===== config.mk =====
export PLATFORM = sky130hd
export DESIGN_NAME = instr_encoder
export DESIGN_NICKNAME = d
export VERILOG_FILES = /design/src/rtl/instr_pkg.sv /design/src/rtl/instr_pack.sv /design/src/rtl/instr_encoder.sv
export SDC_FILE = /design/constraint.sdc
export NUM_CORES = 1
export LEC_CHECK = 0
export CORE_MARGIN = 2
export CORE_UTILIZATION = 35
export DETAILED_ROUTE_END_ITERATION = 7
export PLACE_DENSITY = 0.7
export SLEW_MARGIN = 25
export SYNTH_ARGS = -nofsm -noshare
export SYNTH_HDL_FRONTEND = slang
export SYNTH_HIERARCHICAL = 1
export SYNTH_SLANG_ARGS = --single-unit
export TNS_END_PERCENT = 50

===== constraint.sdc =====
create_clock -name clk -period 3.05 [get_ports clk]
set_input_delay 0.61 -clock clk [delete_from_list [all_inputs] [get_ports clk]]
set_output_delay 0.61 -clock clk [all_outputs]
set_load 0.1 [all_outputs]

===== src/rtl/instr_pkg.sv =====
// Opcode map, field layout and kind decode shared by the encoder, the control
// decoder and bench models.
package instr_pkg;

  typedef enum logic [3:0] {
    KindR   = 4'd0,
    KindLw  = 4'd1,
    KindSw  = 4'd2,
    KindBeq = 4'd3,
    KindOri = 4'd4,
    KindBj1 = 4'd5,
    KindBj2 = 4'd6,
    KindBj3 = 4'd7
  } op_kind_e;

  typedef enum logic [1:0] {FMT_R, FMT_I, FMT_J} fmt_e;

  localparam logic [5:0] OP_R   = 6'h00;
  localparam logic [5:0] OP_LW  = 6'h23;
  localparam logic [5:0] OP_SW  = 6'h2B;
  localparam logic [5:0] OP_BEQ = 6'h04;
  localparam logic [5:0] OP_ORI = 6'h0D;
  localparam logic [5:0] OP_BJ1 = 6'h1B;
  localparam logic [5:0] OP_BJ2 = 6'h3E;
  localparam logic [5:0] OP_BJ3 = 6'h2D;

  localparam int unsigned OpLsb    = 26;
  localparam int unsigned RsLsb    = 21;
  localparam int unsigned RtLsb    = 16;
  localparam int unsigned RdLsb    = 11;
  localparam int unsigned ShamtLsb = 6;
  localparam int unsigned FunctLsb = 0;
  localparam int unsigned ImmLsb   = 0;
  localparam int unsigned TgtLsb   = 0;

  typedef struct packed {
    logic       legal;
    fmt_e       fmt;
    logic [5:0] op;
  } op_info_t;

  function automatic op_info_t decode_kind(input logic [3:0] kind);
    op_info_t info;
    info = '{legal: 1'b1, fmt: FMT_R, op: OP_R};
    case (kind)
      KindR:   info = '{legal: 1'b1, fmt: FMT_R, op: OP_R};
      KindLw:  info = '{legal: 1'b1, fmt: FMT_I, op: OP_LW};
      KindSw:  info = '{legal: 1'b1, fmt: FMT_I, op: OP_SW};
      KindBeq: info = '{legal: 1'b1, fmt: FMT_I, op: OP_BEQ};
      KindOri: info = '{legal: 1'b1, fmt: FMT_I, op: OP_ORI};
      KindBj1: info = '{legal: 1'b1, fmt: FMT_J, op: OP_BJ1};
      KindBj2: info = '{legal: 1'b1, fmt: FMT_J, op: OP_BJ2};
      KindBj3: info = '{legal: 1'b1, fmt: FMT_J, op: OP_BJ3};
      default: info = '{legal: 1'b0, fmt: FMT_R, op: OP_R};
    endcase
    return info;
  endfunction

endpackage


===== src/rtl/instr_pack.sv =====
// Combinational packer: instruction kind plus raw fields into a 32-bit word.
module instr_pack
  import instr_pkg::*;
(
  input  logic [3:0]  op_kind,
  input  logic [4:0]  rs,
  input  logic [4:0]  rt,
  input  logic [4:0]  rd,
  input  logic [4:0]  shamt,
  input  logic [5:0]  funct,
  input  logic [15:0] imm,
  input  logic [25:0] target,
  output logic [31:0] word,
  output logic        legal
);

  op_info_t info;

  always_comb begin
    info  = decode_kind(op_kind);
    legal = info.legal;
    word  = '0;
    word[OpLsb +: 6] = info.op;
    case (info.fmt)
      FMT_R: begin
        word[RsLsb +: 5]    = rs;
        word[RtLsb +: 5]    = rt;
        word[RdLsb +: 5]    = rd;
        word[ShamtLsb +: 5] = shamt;
        word[FunctLsb +: 6] = funct;
      end
      FMT_I: begin
        word[RsLsb +: 5]   = rs;
        word[RtLsb +: 5]   = rt;
        word[ImmLsb +: 16] = imm;
      end
      default: word[TgtLsb +: 26] = target;
    endcase
  end

endmodule


===== src/rtl/instr_encoder.sv =====
// Sequential instruction loader: accepts field bundles over valid/ready and writes
// encoded words to consecutive instruction-memory addresses starting at BASE.
module instr_encoder
  import instr_pkg::*;
#(
  parameter int unsigned ADDR_W = 6,
  parameter int unsigned BASE   = 0,
  parameter int unsigned LIMIT  = 64
) (
  input  logic              clk,
  input  logic              reset,
  input  logic              clear,
  input  logic              in_valid,
  output logic              in_ready,
  input  logic [3:0]        op_kind,
  input  logic [4:0]        rs,
  input  logic [4:0]        rt,
  input  logic [4:0]        rd,
  input  logic [4:0]        shamt,
  input  logic [5:0]        funct,
  input  logic [15:0]       imm,
  input  logic [25:0]       target,
  output logic              mem_we,
  output logic [ADDR_W-1:0] mem_addr,
  output logic [31:0]       mem_wdata,
  output logic [ADDR_W:0]   count,
  output logic              full,
  output logic              err_illegal
);

  localparam int unsigned       CntW     = ADDR_W + 1;
  localparam logic [CntW-1:0]   LimitCnt = CntW'(LIMIT);
  localparam logic [ADDR_W-1:0] BaseAddr = ADDR_W'(BASE);

  typedef enum logic [1:0] {StIdle, StWrite, StFull} state_e;

  state_e            state_q, state_d;
  logic              mem_we_q, mem_we_d;
  logic [ADDR_W-1:0] addr_q, addr_d;
  logic [31:0]       wdata_q, wdata_d;
  logic [CntW-1:0]   count_q, count_d;
  logic              full_q, full_d;
  logic              err_q, err_d;

  logic [31:0] pack_word;
  logic        pack_legal;
  logic        xfer;

  instr_pack u_pack (
    .op_kind (op_kind),
    .rs      (rs),
    .rt      (rt),
    .rd      (rd),
    .shamt   (shamt),
    .funct   (funct),
    .imm     (imm),
    .target  (target),
    .word    (pack_word),
    .legal   (pack_legal)
  );

  // count_q already includes the write in flight, so ready drops right after the last slot
  assign in_ready = ~full_q & ~clear & ~reset & (state_q != StFull);
  assign xfer     = in_valid & in_ready;

  always_comb begin
    state_d  = state_q;
    mem_we_d = 1'b0;
    addr_d   = addr_q;
    wdata_d  = wdata_q;
    count_d  = count_q;
    full_d   = full_q;
    err_d    = err_q;
    if (clear) begin
      state_d = StIdle;
      addr_d  = BaseAddr;
      count_d = '0;
      full_d  = 1'b0;
      err_d   = 1'b0;
    end else if (xfer) begin
      if (pack_legal) begin
        mem_we_d = 1'b1;
        addr_d   = BaseAddr + count_q[ADDR_W-1:0];
        wdata_d  = pack_word;
        count_d  = count_q + CntW'(1);
        if (count_d == LimitCnt) begin
          full_d  = 1'b1;
          state_d = StFull;
        end else begin
          state_d = StWrite;
        end
      end else begin
        // Illegal bundle is swallowed: no write, no address slot used
        err_d   = 1'b1;
        state_d = StIdle;
      end
    end else if (state_q == StWrite) begin
      state_d = StIdle;
    end
  end

  always_ff @(posedge clk or posedge reset) begin
    if (reset) begin
      state_q  <= StIdle;
      mem_we_q <= 1'b0;
      addr_q   <= BaseAddr;
      wdata_q  <= '0;
      count_q  <= '0;
      full_q   <= 1'b0;
      err_q    <= 1'b0;
    end else begin
      state_q  <= state_d;
      mem_we_q <= mem_we_d;
      addr_q   <= addr_d;
      wdata_q  <= wdata_d;
      count_q  <= count_d;
      full_q   <= full_d;
      err_q    <= err_d;
    end
  end

  assign mem_we      = mem_we_q;
  assign mem_addr    = addr_q;
  assign mem_wdata   = wdata_q;
  assign count       = count_q;
  assign full        = full_q;
  assign err_illegal = err_q;

endmodule

==> metrics.txt, run 1 <==
status=finished, final reports clean; largest net degree at the start of global routing=51; Post-route DRC=0; post-cts hold buffer count=0; die height=roughly 90 um; worst slew pin tran=about 0.64 ns; Post-DRT Antenna Nets=0; RSZ-0062 raised after global routing=false; number of synthesized flops with an enable pin=0; DP HPWL=5117 um; Max Cap Viol=0; Synth top area share=0.4643; CTS max path bufs=2; Syn Nets=376; Crit Path Category=in2out; Worst-path clk slew=about 0.09 ns; DRT iter0 DRCs=97; VDD IR max=259.9 uV; setup TNS=0 ns; Worst setup EP type=output pin; Max Fclk=436.3 MHz; synth top area cells=dfrtp_1 46%, nand2_1 16%, a221o_1 5.9%; clock sinks=50; IO Pins=125; Clk pwr share=0.170; total number of yosys warnings=6; fin. max-slew vios=0; critical path data required time=approximately 2.4 ns; r2r worst-path depth=5; min Tclk post-route=2.292 ns; worst hold path type=reg2reg; Final period util=0.7514; tightest slew margin relative to the limit=0.5763; Seq/Total Area, Yosys=0.4643; share of layout cells above drive strength 1=0.1894; Initial Util=0.3657; GRT Overall Usage=0.1649; Worst Skew=0.01431 ns; Netlist Area Pre-Place=2695 um2; Power Dens Cells=573.8 nW/um2; hold path depth=2; fin nets=496; Inserted Diodes=0; top_reg_cell synth=dfrtp_1; Avg Inst Size Synth=around 9 um2; Max FO, Critical Path=4; Switching Power=1.099 mW; Cell Rows=31; core area=7370 um2; Pint=1.185 mW; Mapped Cells=296; Die Area=approximately 8400 um2; CTS tree=built; initial antenna violation count=0; Static Leakage=1.992 nW; Fillers=687; async set-reset flop share out of synthesis=1.000; PostCTS Resize Cnt=0; placer congestion estimate=0.7972; Yosys reg bits=50; Setup WS pre-CTS=about 0.5 ns; Worst Slack Setup Final=0.7582 ns; first drt pass iteration count=4; via count=2469; P&R area growth vs syn=47.68%; Die X=between 90 and 100 um; CTS root buf=clkbuf_8; Final Hold Viols=0; CP startpoint kind=primary input; Seq pwr share=0.350; Synth cell types=45; WL/cell=13.32 um; leading area contributor after synthesis=dfrtp_1; total CTS buffers=5; Sw Share=0.4811; Post-Route WL=6872 um; vias per inst=4.785; final setup vio count=0; Worst-Skew Late Latency=around 0.30 ns; Post-CTS Setup Inserts=0; number of port buffers=~120; first-pass GRT wire length=11390 um; GR Overflow Total=0; htree depth=2; Critical Path AT=1.68 ns; Comb power frac=0.479; number of global-route vias before repair=2463
==> placed cells by master (no fill, tap or decap), types with 2 or more instances in the layout <==
master and n:
nand2_1 115, clkdlybuf4s50_1 75, buf_4 55, dfrtp_1 50, and2_1 17, a221o_1 16, nand3_1 14, mux2_1 10
inv_1 5, clkbuf_8 5, a211o_1 4, ha_1 4, and3_1 3, nor2_1 3, nor2_2 2, o2bb2ai_1 2
o21ai_0 2, o211a_1 2, nor3b_1 2, nor3_1 2, clkinvlp_4 2, a21oi_1 2
==> cell type report <==
cell class                      instances  area [um2]  share of cell area
Clock inverter                          3       21.27            0.005344
Multi-Input combinational cell        220        1297              0.3260
Tap cell                               99       123.9             0.03112
Clock buffer                            5       68.82             0.01729
Inverter                                8       33.78            0.008488
Timing Repair Buffer                  131        1184              0.2974
Sequential cell                        50        1251              0.3144
==> per-layer routing <==
| layer | up-vias | wire [um] | track usage |
|---|---|---|---|
| li1 | 1233 | - | - |
| met1 | 1132 | 2914 | 0.1948 |
| met2 | 97 | 3258 | 0.2923 |
| met3 | 7 | 635 | 0.05094 |
| met4 | 0 | 63 | 0.03980 |
| met5 | - | 0 | 0 |
==> cell families (layout without fill, tap and decap cells) <==
family          after synthesis  in the layout  synth area share
simple gates                172            172            0.3008
flops                        50             50            0.4643
compound gates               32             32            0.1123
buf+inv                      26            147           0.05431
mux                          12             12           0.04968
fa+ha+maj                     4              4           0.01857
==> Yosys cell counts, types with 2 or more instances <==
master / instances
a211o_1: 4
a21oi_1: 2
a221o_1: 16
and2_1: 17
and3_1: 3
buf_2: 11
buf_6: 4
dfrtp_1: 50
ha_1: 4
inv_1: 6
mux2_1: 10
nand2_1: 115
nand3_1: 14
nor2_1: 3
nor2_2: 2
nor3_1: 2
nor3b_1: 2
o211a_1: 2
o21ai_0: 2
o2bb2ai_1: 2
==> power by group through the flow <==
| stage | Sequential (mW) | Combinational, mW | Clock (mW) |
|---|---|---|---|
| 2_1_floorplan | 1.45 | 0.169 | 0 |
| 3_3_place_gp | 0.809 | 1.10 | 0 |
| 3_5_place_dp | 0.812 | 1.10 | 0 |
| 4_1_cts | 0.802 | 1.10 | 0.408 |
| 5_1_grt | 0.811 | 1.14 | 0.434 |
| 6_report | 0.800 | 1.10 | 0.389 |
==> final timing paths <==
check	endpoint	startpoint	slack (ns)
worst max register to register	count[4]$_DFFE_PP0P_	state_q[0]$_DFFE_PP0P_	1.45
worst min-delay path	mem_wdata[27]$_DFFE_PP0P_	mem_wdata[27]$_DFFE_PP0P_	0.48
worst max-delay path	in_ready	clear	0.76
min in group asynchronous	err_illegal$_DFFE_PP0P_	reset	0.90
worst min register to register	mem_wdata[27]$_DFFE_PP0P_	mem_wdata[27]$_DFFE_PP0P_	0.48
max in group asynchronous	mem_wdata[3]$_DFFE_PP0P_	reset	1.71
==> through the flow <==
stage | utilization | std cells | cell area (um2) | hold slack (ns) | total power, mW
2_1_floorplan | - | 296 | 2699 | 0.5258 | 1.615
3_3_place_gp | 0.5278 | 508 | 3890 | 0.4595 | 1.907
3_5_place_dp | 0.5278 | 508 | 3890 | 0.4664 | 1.915
4_1_cts | 0.5401 | 516 | 3980 | 0.4870 | 2.313
5_1_grt | 0.5401 | 516 | 3980 | 0.5079 | 2.389
6_report | 0.5401 | 516 | 3980 | 0.4813 | 2.284
==> flip-flops by register name (all words and copies together), names as in the netlist <==
signal / flops
mem_wdata: 32
count: 7
mem_addr: 6
state_q: 2
err_illegal: 1
full: 1
mem_we: 1
==> worst max-delay path, stage by stage <==
cell and delay [ns]:
clkdlybuf4s50_1 0.50, nor2_2 0.17, and3_1 0.22, buf_12 0.18
No activity file was read; power rests on OpenSTA's default activity.
==> inputs of run 2 (changes only) <==
clock period = 2.15 ns   (was 3.05 ns; I/O delays follow)
==> run 2 against run 1 <==
  * Combinational power up 43%
  * Core utilization up 1.5 points
  * Die area unchanged
  * Final cell count up 1.9%
  * Register-to-register slack worse by 0.84 ns
  * Clock skew down 0.010 ns
  * Sequential share of layout area down 0.85 points
  * Critical path depth up 4
  * Global-route usage down 0.12 points
  * Setup slack worse by 0.64 ns
  * First-iteration DRC count down 6.2%
  * Largest cell class unchanged
==> metrics.txt, run 2 (synthesis results as in run 1) <==
status=finished, final reports clean; tightest slew margin relative to the limit=0.5851 (+0.008806); post-layout util=0.5550 (+0.01494); RSZ-0062 raised after global routing=false; critical path cell sequence=clkdlybuf4s50_1, inv_1, ha_1, or2_4, a21oi_4, a221o_1, nand2_1, nand2_1; WL/cell=13.26 um (-0.46%); CP top delay family=compound AO/OA/AOI/OAI gates; GR Overflow Total=0 (unchanged); CTS root buf=clkbuf_8; number of global-route vias before repair=2424 (-1.6%); Worst-path clk slew=0.09 ns (about the same); Crit Path Category=in2reg; placer congestion estimate=0.7820 (-1.9%); Critical Path AT=2.27 ns (+0.59 ns); Post-CTS Setup Inserts=0 (unchanged); P&R area growth vs syn=51.76%; worst slew pin tran=0.6224 ns (-0.01321 ns); hold path depth=2 (unchanged); clock sinks=50 (unchanged); first drt pass iteration count=4 (unchanged); Worst setup EP type=flip-flop; final setup vio count=0 (unchanged); Worst-Skew Late Latency=0.29 ns (about the same); Max FO, Critical Path=16 (+12); number of port buffers=124 (unchanged); CTS tree=built; IO Pins=125 (unchanged); Post-Route WL=6973 um (+1.5%); post-cts hold buffer count=0 (unchanged); Initial Util=0.3657 (unchanged); max FFs per register=32 (unchanged); Post-route DRC=0 (unchanged); GRT Overall Usage=0.1637 (-0.001224); DRT iter0 DRCs=91 (-6.2%); R2R Setup Slk=0.61 ns (-0.84 ns); initial antenna violation count=0 (unchanged); CTS max path bufs=2 (unchanged); Power Dens Cells=824.6 nW/um2 (+44%); fin nets=507 (+2.2%); Fillers=689 (+0.29%); cell depth of the worst setup path=8 (+4); core area=7370 um2 (unchanged); worst hold path type=reg2reg; DP HPWL=5300 um (+3.6%); Die Area=8418 um2 (unchanged); Max Fclk=491.8 MHz; PostCTS Resize Cnt=0 (unchanged); Pwr Total=3.373 mW (+48%); r2r worst-path depth=4 (-1); CP max stage delay=0.50 ns (about the same); Crit path top cell by count=nand2_1; Post-DRT Antenna Nets=0 (unchanged); Slowest cell on crit path=clkdlybuf4s50_1; Final Hold Viols=0 (unchanged); largest net degree at the start of global routing=51 (unchanged); via count=2507 (+1.5%); fin. max-slew vios=0 (unchanged); worst hold slack=0.4812 ns (-0.0001080 ns); htree depth=2 (unchanged); Max Cap Viol=0 (unchanged); Static Leakage=2.056 nW (+3.2%); VDD IR max=381.5 uV (+47%); CP startpoint kind=primary input; die height=91.75 um (unchanged); share of layout cells above drive strength 1=0.2108 (+0.02132); Worst Skew=0.004059 ns (-0.01025 ns); min Tclk post-route=a little over 2 ns; first-pass GRT wire length=11270 um (-1.0%); Inserted Diodes=0 (unchanged); worst path buffer plus inverter count=2 (unchanged); total CTS buffers=5 (unchanged); critical path data required time=2.38 ns (-0.06 ns); most frequent cells in the layout=115 x nand2_1, 75 x clkdlybuf4s50_1, 66 x buf_4, 50 x dfrtp_1, 17 x and2_1; vias per inst=4.766 (-0.39%); commonest non-fill, non-tap cell in the layout=nand2_1; Final period util=0.9458; Die X=91.75 um (unchanged); Cell Rows=31 (unchanged)
-- run 2: cell types whose count changed in the layout (fill, tap and decap cells not counted), sizes merged --
cell and change:
clkinv -2, clkbuf +1, bufinv +1, buf +11
clkinvlp -1
-- run 2: power breakdown --
part	switching (mW)	internal [mW]	total, mW
Sequential	0.0705	1.06	1.13
Clock	0.297	0.373	0.670
Combinational	1.17	0.402	1.57
-- run 2: worst paths after layout --
check / from / to
max: op_kind[0] / mem_wdata[8]$_DFFE_PP0P_
min: mem_wdata[20]$_DFFE_PP0P_ / mem_wdata[20]$_DFFE_PP0P_
max reg2reg: count[1]$_DFFE_PP0P_ / count[6]$_DFFE_PP0P_
min reg2reg: mem_wdata[20]$_DFFE_PP0P_ / mem_wdata[20]$_DFFE_PP0P_
max in group asynchronous: reset / mem_wdata[2]$_DFFE_PP0P_
min in group asynchronous: reset / full$_DFFE_PP0P_
-- run 2: worst reg2reg max path: stages, from the launching register on --
cell     delay, ns
dfrtp_1       0.47
ha_1          0.32
nand2_1       0.12
o211a_1       0.22
a311o_1       0.31
-- run 2: per-layer routing --
metal | routed length [um] | GRT usage | up-vias | part of all wire
li1 | - | - | 1251 | -
met1 | 3116 | 0.1990 | 1149 | 0.45
met2 | 3092 | 0.2727 | 100 | 0.44
met3 | 679 | 0.06327 | 7 | 0.097
met4 | 84 | 0.04229 | 0 | 0.012
met5 | 0 | 0 | - | 0
-- run 2: layout make-up --
class	instances	area (um2)	area share
Clock buffer	6	82.58	0.02019
Clock inverter	1	30.03	0.007342
Inverter	8	33.78	0.008259
Multi-Input combinational cell	220	1303	0.3184
Sequential cell	50	1251	0.3059
Tap cell	99	123.9	0.03028
Timing Repair Buffer	142	1266	0.3096
-- run 2: metrics by stage --
step | instance area, um2 | setup WS [ns] | setup TNS, ns | instances
2_1_floorplan | 2704 | 0.08496 | 0 | 296
6_report | 4090 | 0.1165 | 0 | 526
3_3_place_gp | 3978 | -0.1574 | -3.487 | 519
4_1_cts | 4090 | 0.1417 | 0 | 526
5_1_grt | 4090 | 0.007276 | 0 | 526
3_5_place_dp | 3978 | -0.1667 | -3.666 | 519
==> inputs of run 3 (changes only) <==
SLEW_MARGIN = unset   (was 25)
==> results of run 3 <==
No change in the layout: final DEF, timing and power equal those of run 2.
